[src/rtl/jk_excitation_driver_if.sv]
// Handshake and drive/feedback bundle between the sequencer and a bank of JK flip-flops.
interface jk_excitation_driver_if #(
  parameter int WIDTH = 4
);
  logic [WIDTH-1:0] target;
  logic             target_valid;
  logic             ready;
  logic [WIDTH-1:0] q_fb;
  logic [WIDTH-1:0] j;
  logic [WIDTH-1:0] k;
  logic             busy;
  logic             done;
  logic             err;
  logic [WIDTH-1:0] mismatch;

  modport master (
    output target, target_valid, q_fb,
    input  ready, j, k, busy, done, err, mismatch
  );

  modport slave (
    input  target, target_valid, q_fb,
    output ready, j, k, busy, done, err, mismatch
  );
endinterface

[src/rtl/jk_excitation_driver.sv]
// Drives J/K for a bank of external JK flip-flops toward a requested state,
// verifies the bank after a settle delay and retries a bounded number of times.
//
// state   | meaning
// IDLE    | ready for a target; j/k held at 0
// DRIVE   | j/k asserted for exactly one clock
// WAIT    | settle countdown, SETTLE cycles
// CHECK   | compare q_fb with latched target; finish or retry
module jk_excitation_driver #(
  parameter int WIDTH      = 4,
  parameter int SETTLE     = 1,
  parameter int MAX_RETRY  = 2,
  parameter int USE_TOGGLE = 0
) (
  input logic                   clk,
  input logic                   rst,
  jk_excitation_driver_if.slave bus_if
);

  localparam int RW = (MAX_RETRY > 0) ? $clog2(MAX_RETRY + 1) : 1;

  typedef enum logic [1:0] {S_IDLE, S_DRIVE, S_WAIT, S_CHECK} state_e;

  state_e           state_q, state_d;
  logic [WIDTH-1:0] tgt_q, tgt_d;
  logic [WIDTH-1:0] j_q, j_d;
  logic [WIDTH-1:0] k_q, k_d;
  logic [WIDTH-1:0] mism_q, mism_d;
  logic [3:0]       cnt_q, cnt_d;
  logic [RW-1:0]    retry_q, retry_d;
  logic             done_q, done_d;
  logic             err_q, err_d;

  logic [WIDTH-1:0] exc_tgt, exc_j, exc_k;

  // In IDLE the excitation is formed from the incoming target so j/k can be
  // registered on the accept edge; afterwards from the latched target.
  always_comb begin
    exc_tgt = (state_q == S_IDLE) ? bus_if.target : tgt_q;
    if (USE_TOGGLE != 0) begin
      exc_j = exc_tgt ^ bus_if.q_fb;
      exc_k = exc_tgt ^ bus_if.q_fb;
    end else begin
      exc_j = exc_tgt & ~bus_if.q_fb;
      exc_k = ~exc_tgt & bus_if.q_fb;
    end
  end

  always_comb begin
    state_d = state_q;
    tgt_d   = tgt_q;
    j_d     = '0;
    k_d     = '0;
    mism_d  = mism_q;
    cnt_d   = cnt_q;
    retry_d = retry_q;
    done_d  = 1'b0;
    err_d   = 1'b0;
    case (state_q)
      S_IDLE: begin
        if (bus_if.target_valid) begin
          tgt_d   = bus_if.target;
          j_d     = exc_j;
          k_d     = exc_k;
          mism_d  = '0;
          retry_d = '0;
          state_d = S_DRIVE;
        end
      end
      S_DRIVE: begin
        cnt_d   = 4'(SETTLE);
        state_d = S_WAIT;
      end
      S_WAIT: begin
        cnt_d = cnt_q - 4'd1;
        if (cnt_q <= 4'd1) state_d = S_CHECK;
      end
      S_CHECK: begin
        mism_d = tgt_q ^ bus_if.q_fb;
        if (bus_if.q_fb == tgt_q) begin
          done_d  = 1'b1;
          state_d = S_IDLE;
        end else if (retry_q < RW'(MAX_RETRY)) begin
          retry_d = retry_q + RW'(1);
          j_d     = exc_j;
          k_d     = exc_k;
          state_d = S_DRIVE;
        end else begin
          done_d  = 1'b1;
          err_d   = 1'b1;
          state_d = S_IDLE;
        end
      end
      default: state_d = S_IDLE;
    endcase
  end

  always_ff @(posedge clk) begin
    if (rst) begin
      state_q <= S_IDLE;
      tgt_q   <= '0;
      j_q     <= '0;
      k_q     <= '0;
      mism_q  <= '0;
      cnt_q   <= '0;
      retry_q <= '0;
      done_q  <= 1'b0;
      err_q   <= 1'b0;
    end else begin
      state_q <= state_d;
      tgt_q   <= tgt_d;
      j_q     <= j_d;
      k_q     <= k_d;
      mism_q  <= mism_d;
      cnt_q   <= cnt_d;
      retry_q <= retry_d;
      done_q  <= done_d;
      err_q   <= err_d;
    end
  end

  assign bus_if.ready    = (state_q == S_IDLE);
  assign bus_if.busy     = (state_q != S_IDLE);
  assign bus_if.j        = j_q;
  assign bus_if.k        = k_q;
  assign bus_if.done     = done_q;
  assign bus_if.err      = err_q;
  assign bus_if.mismatch = mism_q;

endmodule

[src/flat_wrapper.sv]
// flat-port wrapper written by rule: the top's interface ports become plain ports
module jk_excitation_driver_flat 
#(
  parameter int WIDTH      = 4,
  parameter int SETTLE     = 1,
  parameter int MAX_RETRY  = 2,
  parameter int USE_TOGGLE = 0
)
  (clk, rst, bus_if_target, bus_if_target_valid, bus_if_q_fb, bus_if_ready, bus_if_j, bus_if_k, bus_if_busy, bus_if_done, bus_if_err, bus_if_mismatch);
  jk_excitation_driver_if #(.WIDTH(WIDTH)) bus_if_i ();
  input logic clk;
  input logic rst;
  input wire logic [$bits(bus_if_i.target)-1:0] bus_if_target;
  input wire logic [$bits(bus_if_i.target_valid)-1:0] bus_if_target_valid;
  input wire logic [$bits(bus_if_i.q_fb)-1:0] bus_if_q_fb;
  output wire logic [$bits(bus_if_i.ready)-1:0] bus_if_ready;
  output wire logic [$bits(bus_if_i.j)-1:0] bus_if_j;
  output wire logic [$bits(bus_if_i.k)-1:0] bus_if_k;
  output wire logic [$bits(bus_if_i.busy)-1:0] bus_if_busy;
  output wire logic [$bits(bus_if_i.done)-1:0] bus_if_done;
  output wire logic [$bits(bus_if_i.err)-1:0] bus_if_err;
  output wire logic [$bits(bus_if_i.mismatch)-1:0] bus_if_mismatch;
  assign bus_if_i.target = bus_if_target;
  assign bus_if_i.target_valid = bus_if_target_valid;
  assign bus_if_i.q_fb = bus_if_q_fb;
  assign bus_if_ready = bus_if_i.ready;
  assign bus_if_j = bus_if_i.j;
  assign bus_if_k = bus_if_i.k;
  assign bus_if_busy = bus_if_i.busy;
  assign bus_if_done = bus_if_i.done;
  assign bus_if_err = bus_if_i.err;
  assign bus_if_mismatch = bus_if_i.mismatch;
  jk_excitation_driver #(.WIDTH(WIDTH), .SETTLE(SETTLE), .MAX_RETRY(MAX_RETRY), .USE_TOGGLE(USE_TOGGLE)) u_core (.clk(clk), .rst(rst), .bus_if(bus_if_i));
endmodule
[config.mk]
export PLATFORM = sky130hd
export DESIGN_NAME = jk_excitation_driver_flat
export DESIGN_NICKNAME = d
export VERILOG_FILES = /design/src/rtl/jk_excitation_driver_if.sv /design/src/rtl/jk_excitation_driver.sv /design/src/flat_wrapper.sv
export SDC_FILE = /design/constraint.sdc
export NUM_CORES = 1
export LEC_CHECK = 0
export CAP_MARGIN = 20
export CELL_PAD_IN_SITES_DETAIL_PLACEMENT = 0
export CELL_PAD_IN_SITES_GLOBAL_PLACEMENT = 1
export CORE_ASPECT_RATIO = 1.1
export CORE_MARGIN = 5
export CORE_UTILIZATION = 38
export DETAILED_ROUTE_END_ITERATION = 12
export GPL_TIMING_DRIVEN = 0
export HOLD_SLACK_MARGIN = 0.05
export PLACE_DENSITY = 0.8
export SYNTH_ARGS = -nofsm -noshare
export SYNTH_HDL_FRONTEND = slang
export SYNTH_SLANG_ARGS = --single-unit
export TNS_END_PERCENT = 10
[constraint.sdc]
create_clock -name clk -period 3.15 [get_ports clk]
set_input_delay 0.945 -clock clk [delete_from_list [all_inputs] [get_ports clk]]
set_output_delay 0.945 -clock clk [all_outputs]
set_load 0.05 [all_outputs]
==> results.md <==
* Pleak at 0.579 nW
* Max IR drop VDD at 0.405 mV
* CP cell instances: inv_1 > ha_1 > clkdlybuf4s50_1
* Remaining antenna violation count at 0
* DR WL/cell at 12.7 µm
* Final period demand of the worst path at 2740 ps
* CTS root buf: clkbuf_4
* Initial core utilization at 0.404
* Total global routing track utilization at 0.120
* Site Rows at 20
* DRT Pass-1 Iters at 4
* CP required at 2200 ps
* Post-Place Worst Slack at 420 ps
* Post-synth net total at 144
* Drt initial violations at 20
* Routing usage on met3 at 0.0266
* Netlist cell types at 33
* Largest net degree at the start of global routing at 14
* H-tree depth at 1
* Path depth of the worst reg2reg path at 6
* Final Skew at 3.80 ps
* Die X-Extent at 62.3 µm
* Routing usage on met1 at 0.125
* Post-DR vias/cell at 5.12
* Unrepaired setup endpoints after global routing: no
* Post-Synthesis Cells at 127
* CP max stage cell: clkdlybuf4s50_1
* Clk_lat worst skew at 310 ps
* DRC at 0
* Post-CTS setup buffer count at 0
* Initial antenna violation count at 0
* Global route hottest layer: met2
* Critical path endpoint category: output port
* Element type at the critical path start: flip-flop
* Critical path class: flip-flop to output port
* Mapped Area at 1140 µm²
* Final Hold Fails at 0
* Seq cells post-synth at 26
* Nets at 174
* Share of layout cells above drive strength 1 at 0.0452
* Fmax at 366 MHz
* Power density cells at 745 nW/µm²
* Syn-to-layout area delta at 27.7%
* Worst slew pin tran at 508 ps
* Status: complete, no violations
* Clk buf depth at 2
* WP buf/inv at 2
* PortBufs at 25
* First-pass GRT wire length at 4140 µm
* Drt total wl at 2390 µm
* Most frequent cells in the layout: dfxtp_1, clkdlybuf4s50_1, nand2_1, a21oi_1, nand3_1
* Slew headroom at 0.658
* Top Family by Delay on Critical Path: buffers and inverters
* Peak per-stage delay on the critical path at 820 ps
* IO Count at 27
* Clk sinks at 26
* GP Congestion at 0.675
* Post-synthesis sequential area ratio at 0.456
* Gr ovfl total at 0
* Area of the die at 4200 µm²
* Critical Path Stages at 3
* Num CTS Buffers at 3
* Final setup fails at 0
* Detailed Place HPWL at 1880 µm
* Final-report max-slew violation count at 0
* Vias in the first global route at 981
* Total number of vias at 963
* Commonest non-fill, non-tap cell in the layout: dfxtp_1
* Min-Delay Path Class: flip-flop to flip-flop
* Fill cells at 284
* Setup ws final at 414 ps
* Met2 Use GR at 0.238
* Max cap viols at 0
* Synth Warn # at 0
* Crit path DAT at 1790 ps
* Max Fanout on Critical Path at 4
* Reg clk slew, reported paths at 130 ps
* DIE HEIGHT at 67.5 µm
* CTS tree: done
* Final setup TNS at 0 ps
* Number of diodes at 0
* Final period util at 0.868
* Mean post-synth cell area at 8.99 µm²
* Min-Delay Path Depth at 2
* Core area at 2830 µm²
## per-layer routing
metal	share of wire	up-vias	routed length, µm
met4	0.010	0	24
li1	-	499	-
met3	0.036	4	86
met2	0.52	13	1250
met5	0	-	0
met1	0.43	447	1030
## worst paths after layout
check / endpoint / slack, ps / start
worst min-delay path: u_core.bus_if.mismatch[3] / 460 / u_core.bus_if.mismatch[3]
worst min register to register: u_core.bus_if.mismatch[3] / 460 / u_core.bus_if.mismatch[3]
worst max-delay path: bus_if_ready / 410 / u_core.state_q[0]
worst max register to register: u_core.bus_if.j[0] / 1280 / u_core.state_q[0]
## state kept, by name, summed over array words and instances, names as in the netlist
name and count:
u_core.tgt_q 4, u_core.bus_if.err 1, u_core.bus_if.j 4, u_core.bus_if.done 1
u_core.bus_if.mismatch 4, u_core.bus_if.k 4, u_core.retry_q 2, u_core.cnt_q 4
u_core.state_q 2
## area by class of cell
| class | instances | area [µm²] | share of cell area |
|---|---|---|---|
| inverters | 7 | 26.3 | 0.0180 |
| plain buffers | 5 | 21.3 | 0.0146 |
| clock buffers | 3 | 22.5 | 0.0154 |
| multi-input cells | 89 | 574 | 0.394 |
| well taps | 33 | 41.3 | 0.0283 |
| flip-flops and latches | 26 | 520 | 0.357 |
| repair buffers | 25 | 253 | 0.173 |
## worst min-delay path, delay by kind of cell (launching register included)
family,cells,cell delay [ps]
AOI/OAI and AO/OA,1,50
DFF,1,330
and+or+nand+nor,1,50
## report_power, final
part	leakage (nW)	switching (mW)	internal, mW
sequential	0.211	0.0361	0.378
combinational	0.354	0.344	0.197
clock	0.0138	0.0876	0.0446
## kinds of logic after synthesis
family,count (synthesis),synth area share
simple gates,50,0.235
mux,4,0.0351
flops,26,0.456
xor+xnor,4,0.0307
fa+ha+maj,6,0.0657
compound gates,25,0.136
buf+inv,12,0.0416
## metrics by stage
stage	util	hold WS (ps)	power, mW	cell area, µm²	std cells
after global placement	0.507	442	0.954	1430	185
after global routing	0.516	490	1.17	1460	188
after detailed placement	0.507	444	0.966	1430	185
final	0.516	461	1.09	1460	188
after floorplan	-	460	0.821	1140	127
after CTS	0.515	463	1.10	1460	188
## cells in the mapped netlist
cell       n  area (µm²)
a31oi_1    2        12.5
o21ai_0    2        10.0
a211oi_1   1        7.51
nand3_1    9        45.0
nor3_1     2        10.0
nand4_1    1        6.26
o31ai_1    1        7.51
o211ai_1   1        7.51
a221oi_1   1        8.76
a21oi_1   13        65.1
clkbuf_1   2        7.51
nor3b_1    5        37.5
nand2_1   13        48.8
nand2b_1   2        12.5
mux2i_1    4        40.0
or3_1      1        6.26
dfxtp_1   26         521
or4_4      1        11.3
ha_1       6        75.1
o41ai_1    1        8.76
and2_1     1        6.26
and3_1     4        25.0
buf_2      1        5.00
xor2_1     4        35.0
a21o_1     2        15.0
nand4b_1   1        8.76
clkbuf_2   1        5.00
a211oi_2   1        12.5
inv_1      7        26.3
nor2b_1    3        18.8
buf_1      1        3.75
nor2_1     6        22.5
and4b_1    1        10.0
## repair_timing
action                                  in CTS  in global routing
resized for setup                            0                  1
hold buffers                                 0                  0
endpoints found under the setup margin       0                  1
No activity file was read; power rests on OpenSTA's default activity.
